===== src/rtl/fetch_queue_pkg.sv =====
// Shared constants and entry type for the instruction fetch queue and its users.
package fetch_queue_pkg;

  localparam logic [31:0] NOP_INSTR = 32'h0000_0000;
  localparam logic [31:0] PC_RESET  = 32'h0000_3000;

  typedef struct packed {
    logic [31:0] pc;
    logic [31:0] instr;
  } fq_entry_t;

  localparam int ENTRY_W = $bits(fq_entry_t);

endpackage


===== src/rtl/fetch_queue_ram.sv =====
// DEPTH x {PC, Instr} register array: one synchronous write port, one asynchronous read port.
module fetch_queue_ram
  import fetch_queue_pkg::*;
#(
  parameter int DEPTH = 4
) (
  input  logic                     CLK,
  input  logic                     wr_en_i,
  input  logic [$clog2(DEPTH)-1:0] wr_addr_i,
  input  logic [ENTRY_W-1:0]       wr_data_i,
  input  logic [$clog2(DEPTH)-1:0] rd_addr_i,
  output logic [ENTRY_W-1:0]       rd_data_o
);

  // Contents are deliberately never reset; occupancy lives in the pointers.
  fq_entry_t mem_q [DEPTH];

  always_ff @(posedge CLK) begin
    if (wr_en_i) begin
      mem_q[wr_addr_i] <= fq_entry_t'(wr_data_i);
    end
  end

  assign rd_data_o = mem_q[rd_addr_i];

endmodule


===== src/rtl/fetch_queue.sv =====
// Instruction fetch queue: buffers {PC, Instr} pairs from fetch in program order and
// presents the oldest to decode; stalls fetch when full and empties on a redirect.
module fetch_queue
  import fetch_queue_pkg::*;
#(
  parameter int DEPTH = 4
) (
  input  logic                       CLK,
  input  logic                       Reset,
  input  logic [31:0]                IF_PC,
  input  logic [31:0]                IF_Instr,
  input  logic                       IF_Valid,
  input  logic                       Flush,
  output logic                       IF_Stall,
  output logic                       D_Valid,
  output logic [31:0]                D_PC,
  output logic [31:0]                D_Instr,
  input  logic                       D_Ready,
  output logic [$clog2(DEPTH+1)-1:0] Q_Count
);

  localparam int PW = $clog2(DEPTH);
  localparam int CW = $clog2(DEPTH + 1);

  // Handshakes: fetch side transfers when IF_Valid & ~IF_Stall, decode side when
  // D_Valid & D_Ready, both at the rising edge; Flush cancels both transfers that cycle.

  logic [PW-1:0] rd_ptr_q, rd_ptr_d;
  logic [PW-1:0] wr_ptr_q, wr_ptr_d;
  logic [CW-1:0] count_q, count_d;

  logic          full;
  logic          push;
  logic          pop;
  fq_entry_t     wr_entry;
  fq_entry_t     head_entry;
  logic [ENTRY_W-1:0] head_raw;

  assign full    = (count_q == CW'(DEPTH));
  assign D_Valid = (count_q != '0);
  assign push    = IF_Valid & ~full & ~Flush;
  assign pop     = D_Valid & D_Ready & ~Flush;

  assign wr_entry.pc    = IF_PC;
  assign wr_entry.instr = IF_Instr;

  always_comb begin
    rd_ptr_d = rd_ptr_q;
    wr_ptr_d = wr_ptr_q;
    count_d  = count_q;
    if (Flush) begin
      rd_ptr_d = '0;
      wr_ptr_d = '0;
      count_d  = '0;
    end else begin
      // Power-of-two depth: pointer overflow is the wrap.
      if (push) wr_ptr_d = wr_ptr_q + PW'(1);
      if (pop)  rd_ptr_d = rd_ptr_q + PW'(1);
      count_d = count_q + CW'(push) - CW'(pop);
    end
  end

  always_ff @(posedge CLK) begin
    if (Reset) begin
      rd_ptr_q <= '0;
      wr_ptr_q <= '0;
      count_q  <= '0;
    end else begin
      rd_ptr_q <= rd_ptr_d;
      wr_ptr_q <= wr_ptr_d;
      count_q  <= count_d;
    end
  end

  fetch_queue_ram #(
    .DEPTH(DEPTH)
  ) u_ram (
    .CLK       (CLK),
    .wr_en_i   (push & ~Reset),
    .wr_addr_i (wr_ptr_q),
    .wr_data_i (wr_entry),
    .rd_addr_i (rd_ptr_q),
    .rd_data_o (head_raw)
  );

  assign head_entry = fq_entry_t'(head_raw);

  // An empty queue shows a nop at address zero so decode never sees stale data.
  assign D_PC     = D_Valid ? head_entry.pc    : 32'h0000_0000;
  assign D_Instr  = D_Valid ? head_entry.instr : NOP_INSTR;
  assign IF_Stall = full;
  assign Q_Count  = count_q;

endmodule


===== config.mk =====
export PLATFORM = sky130hd
export DESIGN_NAME = fetch_queue
export DESIGN_NICKNAME = d
export VERILOG_FILES = /design/src/rtl/fetch_queue_pkg.sv /design/src/rtl/fetch_queue_ram.sv /design/src/rtl/fetch_queue.sv
export SDC_FILE = /design/constraint.sdc
export NUM_CORES = 1
export LEC_CHECK = 0
export ABC_AREA = 1
export CAP_MARGIN = 20
export CORE_MARGIN = 1.5
export CORE_UTILIZATION = 47
export DETAILED_ROUTE_END_ITERATION = 8
export PLACE_DENSITY = 0.81
export SYNTH_ARGS = -nofsm -noshare
export SYNTH_HDL_FRONTEND = slang
export SYNTH_SLANG_ARGS = --single-unit

===== constraint.sdc =====
create_clock -name CLK -period 4.79 [get_ports CLK]
set_input_delay 0.479 -clock CLK [delete_from_list [all_inputs] [get_ports CLK]]
set_output_delay 0.479 -clock CLK [all_outputs]
set_load 0.01 [all_outputs]

# Yosys cells after proc, flatten, opt, wreduce, memory -nomap -nowiden
# Memory sizes are Yosys's and may differ from the RTL's. A register that Yosys moved wholly into a read port is not among the register bits.
# Cells that the tools add are included.
op_classes:
  add_sub_neg: 4
  n_eq_ne: 1
  n_mux: 6
  n_bitwise: 8
  reduce_logical: 2
ops:
  columns: ["operator", "count"]
  rows:
  - ["32-bit two-way mux", 2]
  - ["1-bit bitwise AND", 5]
  - ["2-bit by 1-bit adder with 2-bit output (second input constant)", 2]
  - ["2-bit two-way mux", 2]
  - ["3-bit by 1-bit adder with 3-bit output", 1]
  - ["3-bit == test (second input constant)", 1]
  - ["1-bit inverter", 3]
  - ["3-bit nonzero test", 1]
  - ["3-bit by 1-bit subtractor with 3-bit output", 1]
  - ["1-bit two-way mux", 2]
  - ["2-bit OR reduction", 1]
totals:
  ff_bits: 7
  mem_bits_rw: 256
  inputBits: 69
  elab_cells: 25
  memories: 1
mem_list:
  columns: ["memory", "words", "word_bits", "rd", "rd_ports_with_merged_regs", "wr", "line_no", "text"]
  rows:
  - ["u_ram.mem_q", 4, 64, 1, 1, 1, "fetch_queue_ram.sv:16", "fq_entry_t mem_q [DEPTH];"]

# Logic depth before layout (Yosys ltp)
# Gate-level depths: netlist (run 1).
depth:
  ltp_word: 7
  depth_mapped: 12
  depth_no_buf: 12

# Cells and area by module
# From an unflattened synthesis (run 1), not the netlist that was laid out.
unflattened:
  cells_unflattened: 1201
  hier_area_um2: 11740.0
modules_own_cells:
  columns: ["module", "instances", "cells_per_inst", "area_per_inst_um2"]
  rows:
  - ["fetch_queue_ram", 1, 1010, 10761.6]
  - ["fetch_queue", 1, 191, 978.4]

# Least setup slack after synthesis (run 1)
# OpenSTA, ideal clock, no wires.
synth_timing:
  kind: "input-to-reg"
  start: "in IF_Valid"
  end: "mem u_ram.mem_q[0][0] (netlist name) (enable)"
  setup_time_ns: 0.486
  arrival_time_ns: 3.747
  required_time_ns: 4.304
  path_slack_ns: 0.557
  stages: 5
  path_buffers: 0
  path_cell_list: "inv_1 -> nor2_1 -> nand2_1 -> or2_2 -> nor2_1"
synth_via:
  elab_chain_len: 5
synth_rtl:
  columns: ["item", "line_no", "text"]
  rows:
  - ["from (decl)", "fetch_queue.sv:12", "input logic IF_Valid,"]
  - ["1-bit bitwise AND (2 in series)", "fetch_queue.sv:41", "assign push = IF_Valid & ~full & ~Flush;"]
  - ["1-bit bitwise AND", "fetch_queue.sv:79", ".wr_en_i (push & ~Reset),"]
  - ["1-bit two-way mux", "fetch_queue_ram.sv:19", "if (wr_en_i) begin"]
  - ["1-bit two-way mux (not written as such)", "fetch_queue_ram.sv:20", "mem_q[wr_addr_i] <= fq_entry_t'(wr_data_i);"]
  - ["to (decl)", "fetch_queue_ram.sv:16", null]
# Every way passes these cells.

==> results of run 1 <==
-- layout make-up --
class	count	area, sq um	share of cell area
clock buffer	29	683	0.0529
clock inverter	19	235	0.0182
inverter	21	80.1	0.00620
multi-input combinational	494	2200	0.171
sequential	265	7870	0.610
tap	280	350	0.0271
timing repair buffer	151	1490	0.115
-- through the flow --
stage,std cells,utilization,setup WS (ns),hold slack (ns)
finish,1259,0.594,1.26,0.499
global route,1259,0.594,1.13,0.551
floorplan,827,-,0.557,0.466
CTS,1259,0.594,1.25,0.500
global placement,1211,0.551,1.91,0.482
detailed placement,1211,0.551,1.81,0.490
-- cell families after synthesis --
kind of cell	Yosys count
compound gates	195
flops	265
fa+ha+maj	7
simple gates	292
buf+inv	68
-- worst max-delay path, stage by stage (launching register included) --
cell	delay (ns)
dfxtp_4	0.86
buf_4	0.49
nor2_1	0.09
nor2_1	0.11
o21ai_0	0.12
a21oi_1	0.26
clkdlybuf4s50_1	0.57
-- power groups by stage --
stage                     clock network (mW)  logic [mW]  registers (mW)
after floorplan                            0      0.0770            2.62
after global placement                     0       0.219            2.62
after detailed placement                   0       0.224            2.62
after CTS                               2.19       0.226            2.57
after global routing                    2.27       0.243            2.57
final                                   2.15       0.224            2.57
-- state kept, by name (all words and copies together) (netlist names), named ones only --
register     count
rd_ptr_q         2
Q_Count          3
wr_ptr_q         2
u_ram.mem_q    256
-- cell usage in the layout, fill, tap and decap left out --
| cell type | instances |
|---|---|
| nor2_1 | 267 |
| edfxtp_1 | 256 |
| clkdlybuf4s50_1 | 137 |
| o21ai_0 | 118 |
| a21oi_1 | 67 |
| clkbuf_16 | 27 |
| inv_1 | 18 |
| nand2_1 | 16 |
| buf_4 | 13 |
| o21ai_1 | 10 |
| clkinv_1 | 8 |
| dfxtp_1 | 7 |
| clkinv_2 | 6 |
| ha_1 | 6 |
| bufinv_16 | 6 |
| nor2_4 | 4 |
| nand3_1 | 4 |
| inv_2 | 2 |
| clkbuf_1 | 2 |
| or2_2 | 1 |
| fa_1 | 1 |
| dfxtp_4 | 1 |
| dfxtp_2 | 1 |
| buf_12 | 1 |
-- synthesized netlist by cell type --
master,number
o21ai_0,118
clkbuf_1,14
buf_6,11
o21ai_1,10
nand2_1,16
buf_4,5
nand3_1,4
inv_2,3
a21oi_1,67
fa_1,1
nor2_1,271
buf_1,3
or2_2,1
inv_1,18
dfxtp_1,9
ha_1,6
edfxtp_1,256
buf_2,14
-- per-layer routing --
layer	routed length [um]	share of wire	global-route usage
met1	8920	0.40	0.230
met2	11500	0.52	0.341
met3	1320	0.059	0.0365
met4	413	0.019	0.0458
met5	13	0.00059	0
-- worst min path at each step --
stage	from	slack, ns	cells past startpoint	to
floorplan	rd_ptr_q[1]$_SDFFE_PP0P_	0.47	2	flip-flop
global placement	rd_ptr_q[1]$_SDFFE_PP0P_	0.48	2	flip-flop
detailed placement	rd_ptr_q[1]$_SDFFE_PP0P_	0.49	2	flip-flop
CTS	rd_ptr_q[1]$_SDFFE_PP0P_	0.50	2	flip-flop
global route	wr_ptr_q[1]$_SDFFE_PP0P_	0.55	2	wr_ptr_q[1]$_SDFFE_PP0P_
finish	rd_ptr_q[1]$_SDFFE_PP0P_	0.50	2	flip-flop
==> results.toml, run 1 <==
[die]
die_x_um = 152
core_sq_um = 21800
rows = 54
initial_core_util = 0.479
die_h_um = 152
io_pins = 138
dieArea_sq_um = 23100

[clocking]
htree_num_levels = 1
clk_latency_ns = 0.52
cts_tree = "built"
cts_root_buf = "clkbuf_16"
cts_setup_buffers = 0
cts_buffers = 26
numClockSinks = 265
clock_path_buffers = 3
cts_hold_buf = 0
cts_resized = 0
cts.reportedPaths.clkPinSlew_ns = 0.06

[worst_setup_path]
crit_arrival_ns = 3.05
r2r_slack_ns = 2.41
rr_endpoint = "u_ram.mem_q[3][45]$_DFFE_PP_"
rr_startpoint = "Q_Count[1]$_SDFF_PP0_"
endpoint = "D_Instr[5]"
cp-start-kind = "flip-flop"
end_kind = "output pin"
r2r_cells = 6
worstSetupPathType = "flip-flop to output pin"
cp_max_fo = 69
required_ns = 4.31

[logic_synthesis]
synth_compound_area_frac = 0.0937
yosysWarnings = 0
synth_cell_type_count = 18
synth-simple-area-share = 0.106
synth_fa_ha_area_frac = 0.00913
yosys.area.top_type = "edfxtp_1"
ys_seq_area_frac = 0.755
synth_top_family_by_area = "simple AND/OR/NAND/NOR gates"
synth.mux.area_fraction = 0
ys_seq_elements = 265
syn_avg_cell_area_sq_um = 12.6
synth.area.top_cells = "edfxtp_1 74%, nor2_1 9.8%, o21ai_0 5.7%, a21oi_1 3.2%, dfxtp_1 1.7%"
netlist_area_sq_um = 10400
yosys.area_share.xor_xnor = 0
synth_nets = 903
synth_top_area_frac = 0.738
synthCells = 827

[global_routing]
first_global_vias = 6631
grt_start_max_net_pins = 77
grt_pass1_wl_um = 34600
track_usage = 0.188
grt_overflow_total = 0
antenna_found_initial = 1

[sta]
rsz0062_at_grt = "no"
hold_violations = 0
fin_crit_sh = 0.736
period_minus_slack_ns = 3.53
setup_violations = 0
tightest_slew_ns = 0.822
fmax_ghz = 0.284
totalNegativeSetupSlack_ns = 0
drv_slew = 0
finClkSkew_ns = 0.00505
max_slew_margin = 0.452

[run_status]
status = "finished clean"

[power]
peakVddDrop_mv = 0.291
p_comb_frac = 0.045
p_leak_nw = 4.35
p_int_mw = 4.01
powerDensity_nw_per_um2 = 383
p_sw_uw = 932
pwr-share-clk = 0.435
p_total_mw = 4.95
seq_power_share = 0.520
swShare = 0.188

[placed_design]
routabilityCongestion = 0.785
dpl.hpwl_um = 12500
placed_area_sq_um = 12000
portBuffers = 137

[routing]
first_pass_iters = 4
drt_wl_total_um = 22200
routedWlPerCell_um = 17.6
viasPerCell = 5.28
detail-route-antenna-nets = 0
vias = 6651
drc = 0
first_iter_violations = 432

[cells_and_area]
drive_gt1_frac = 0.0633
fillers = 1689
diodes = 0
post-route-cell-area_sq_um = 12900
area_growth_pct = 24.0
fin_nets = 1035

[job]
maxCapViolations = 0

[hold_path]
min_path_type = "flip-flop to flip-flop"
Power figures use the tool's default switching activity.
==> run 2: changes to the inputs <==
==> constraint.sdc (replaced) <==
create_clock -name CLK -period 3.35 [get_ports CLK]
set_input_delay 0.335 -clock CLK [delete_from_list [all_inputs] [get_ports CLK]]
set_output_delay 0.335 -clock CLK [all_outputs]
set_load 0.01 [all_outputs]
==> run 2 against run 1 <==
Effect of this change: non-clock buffer count is 1 lower; design area is 0.38% higher; first-iteration DRC count is 9.5% higher; global-route usage is 0.20 points lower; sequential cell count stayed put; total power is 42% higher; clock skew is 0.0098 ns higher; combinational power is 47% higher; register-to-register slack worse by 1.3 ns; die area stayed put; utilization is 0.22 points higher; critical path type unchanged; largest power group unchanged.
==> results.toml, run 2 (synthesis gave the netlist of run 1 again) <==
[cells_and_area]
area_growth_pct = 24.5
fin_nets = 1035
fillers = 1672
diodes = 0
final_common_cell = "nor2_1"
largest-register = "u_ram.mem_q"
final_util = 0.596
drive_gt1_frac = 0.0603
largest_reg_flops = 256
mostFrequentLayoutCells = "267 x nor2_1, 256 x edfxtp_1, 137 x clkdlybuf4s50_1"

[power]
powerDensity_nw_per_um2 = 542
p_int_mw = 5.67
p_leak_nw = 4.35
p_comb_frac = 0.047
peakVddDrop_mv = 0.377
p_sw_mw = 1.35
swShare = 0.192
pwr-share-clk = 0.430
seq_power_share = 0.523
p_total_mw = 7.02

[sta]
fin_crit_sh = 0.909
hold_violations = 0
period_minus_slack_ns = 3.04
setup_violations = 0
max_slew_margin = 0.467
setup_ws_ns = 0.306
rsz0062_at_grt = "no"
finClkSkew_ns = 0.0149
fmax_ghz = 0.328
drv_slew = 0
timing.hold.ws_ns = 0.449
tightest_slew_ns = 0.800

[worst_setup_path]
crit_arrival_ns = 2.71
path_depth = 6
end_kind = "output pin"
required_ns = 3.01
worstSetupPathType = "flip-flop to output pin"
critPathBufInv = 3
cp_max_fo = 39
endpoint = "D_PC[11]"
crit_chain = "inv_2, buf_4, nor2_1, o21ai_0, a21oi_1, clkdlybuf4s50_1"
cpPeakStageDelay_ns = 0.57
r2r_cells = 6
cpMaxStageDelayCell = "inv_2"
r2r_slack_ns = 1.11
rr_startpoint = "Q_Count[1]$_SDFF_PP0_"
cp-start-kind = "flip-flop"
rr_endpoint = "u_ram.mem_q[2][60]$_DFFE_PP_"
critPathTopFamily = "buffers and inverters"

[routing]
detail-route-antenna-nets = 0
drc = 0
drt_wl_total_um = 21900
vias = 6567
first_iter_violations = 473
viasPerCell = 5.22
first_pass_iters = 4
routedWlPerCell_um = 17.4

[die]
dieArea_sq_um = 23100
core_sq_um = 21800
die_h_um = 152
die_x_um = 152
rows = 54
io_pins = 138
initial_core_util = 0.479

[global_routing]
first_global_vias = 6510
antenna_found_initial = 0
grt_pass1_wl_um = 34400
grt_start_max_net_pins = 108
track_usage = 0.186
grt_overflow_total = 0

[clocking]
clk_latency_ns = 0.52
clock_path_buffers = 3
cts.reportedPaths.clkPinSlew_ns = 0.06
cts_setup_buffers = 0
cts_resized = 0
cts_hold_buf = 0
cts_root_buf = "clkbuf_16"
cts_buffers = 27
numClockSinks = 265
cts_tree = "built"
htree_num_levels = 1

[run_status]
status = "finished clean"

[placed_design]
portBuffers = 137
pre_cts_slack_ns = 0.737
dpl.hpwl_um = 12000
routabilityCongestion = 0.756

[hold_path]
min_path_type = "primary input to flip-flop"

[job]
maxCapViolations = 0
## run 2: cell types whose count changed in the layout (fill, tap and decap cells not counted)
cell and delta:
bufinv_16 -1, clkinvlp_4 +2, clkinv_1 +2, buf_4 -7, clkbuf_1 +1, buf_12 +6, clkinv_2 -3
## run 2: worst register-to-register path, stage by stage (launching register included)
cell	delay, ns
dfxtp_1	0.43
nor2_1	0.09
nand2_1	0.14
nand2_1	0.13
or2_2	0.40
nor2_4	0.45
buf_12	0.29
## run 2: final cells by class
| class | count | area (sq um) | share of cell area |
|---|---|---|---|
| well taps | 280 | 350 | 0.0270 |
| inverters | 21 | 80.1 | 0.00618 |
| clock inverters | 19 | 213 | 0.0164 |
| flip-flops and latches | 265 | 7870 | 0.607 |
| multi-input cells | 494 | 2200 | 0.170 |
| repair buffers | 150 | 1560 | 0.120 |
| clock buffers | 30 | 687 | 0.0530 |
## run 2: layer usage
metal,track usage,part of all wire
met1,0.237,0.41
met3,0.0305,0.059
met5,0,0
met4,0.0509,0.024
met2,0.330,0.51
## run 2: through the flow
step	cells	setup TNS (ns)	cell area, sq um
2_1_floorplan	827	-220.34	10400
3_3_place_gp	1210	0	12100
3_5_place_dp	1210	0	12100
4_1_cts	1259	0	13000
5_1_grt	1259	0	13000
6_report	1259	0	13000
## run 2: how the worst min path moves through the flow
stage / startpoint / endpoint / slack [ns] / cells after the start
floorplan: IF_Instr[0] / u_ram.mem_q[0][0]$_DFFE_PP_ / 0.43 / 0
global placement: rd_ptr_q[1]$_SDFFE_PP0P_ / flip-flop / 0.49 / 2
detailed placement: wr_ptr_q[0]$_SDFFE_PP0P_ / wr_ptr_q[0]$_SDFFE_PP0P_ / 0.50 / 2
CTS: IF_Instr[8] / u_ram.mem_q[2][8]$_DFFE_PP_ / 0.43 / 1
global route: IF_PC[21] / u_ram.mem_q[1][53]$_DFFE_PP_ / 0.45 / 1
finish: IF_Instr[8] / u_ram.mem_q[2][8]$_DFFE_PP_ / 0.45 / 1
## run 2: power groups by stage
stage | Sequential, mW | Combinational (mW) | Clock (mW)
6_report | 3.67 | 0.330 | 3.02
5_1_grt | 3.67 | 0.357 | 3.20
4_1_cts | 3.67 | 0.333 | 3.07
3_5_place_dp | 3.74 | 0.330 | 0
3_3_place_gp | 3.74 | 0.322 | 0
2_1_floorplan | 3.75 | 0.110 | 0
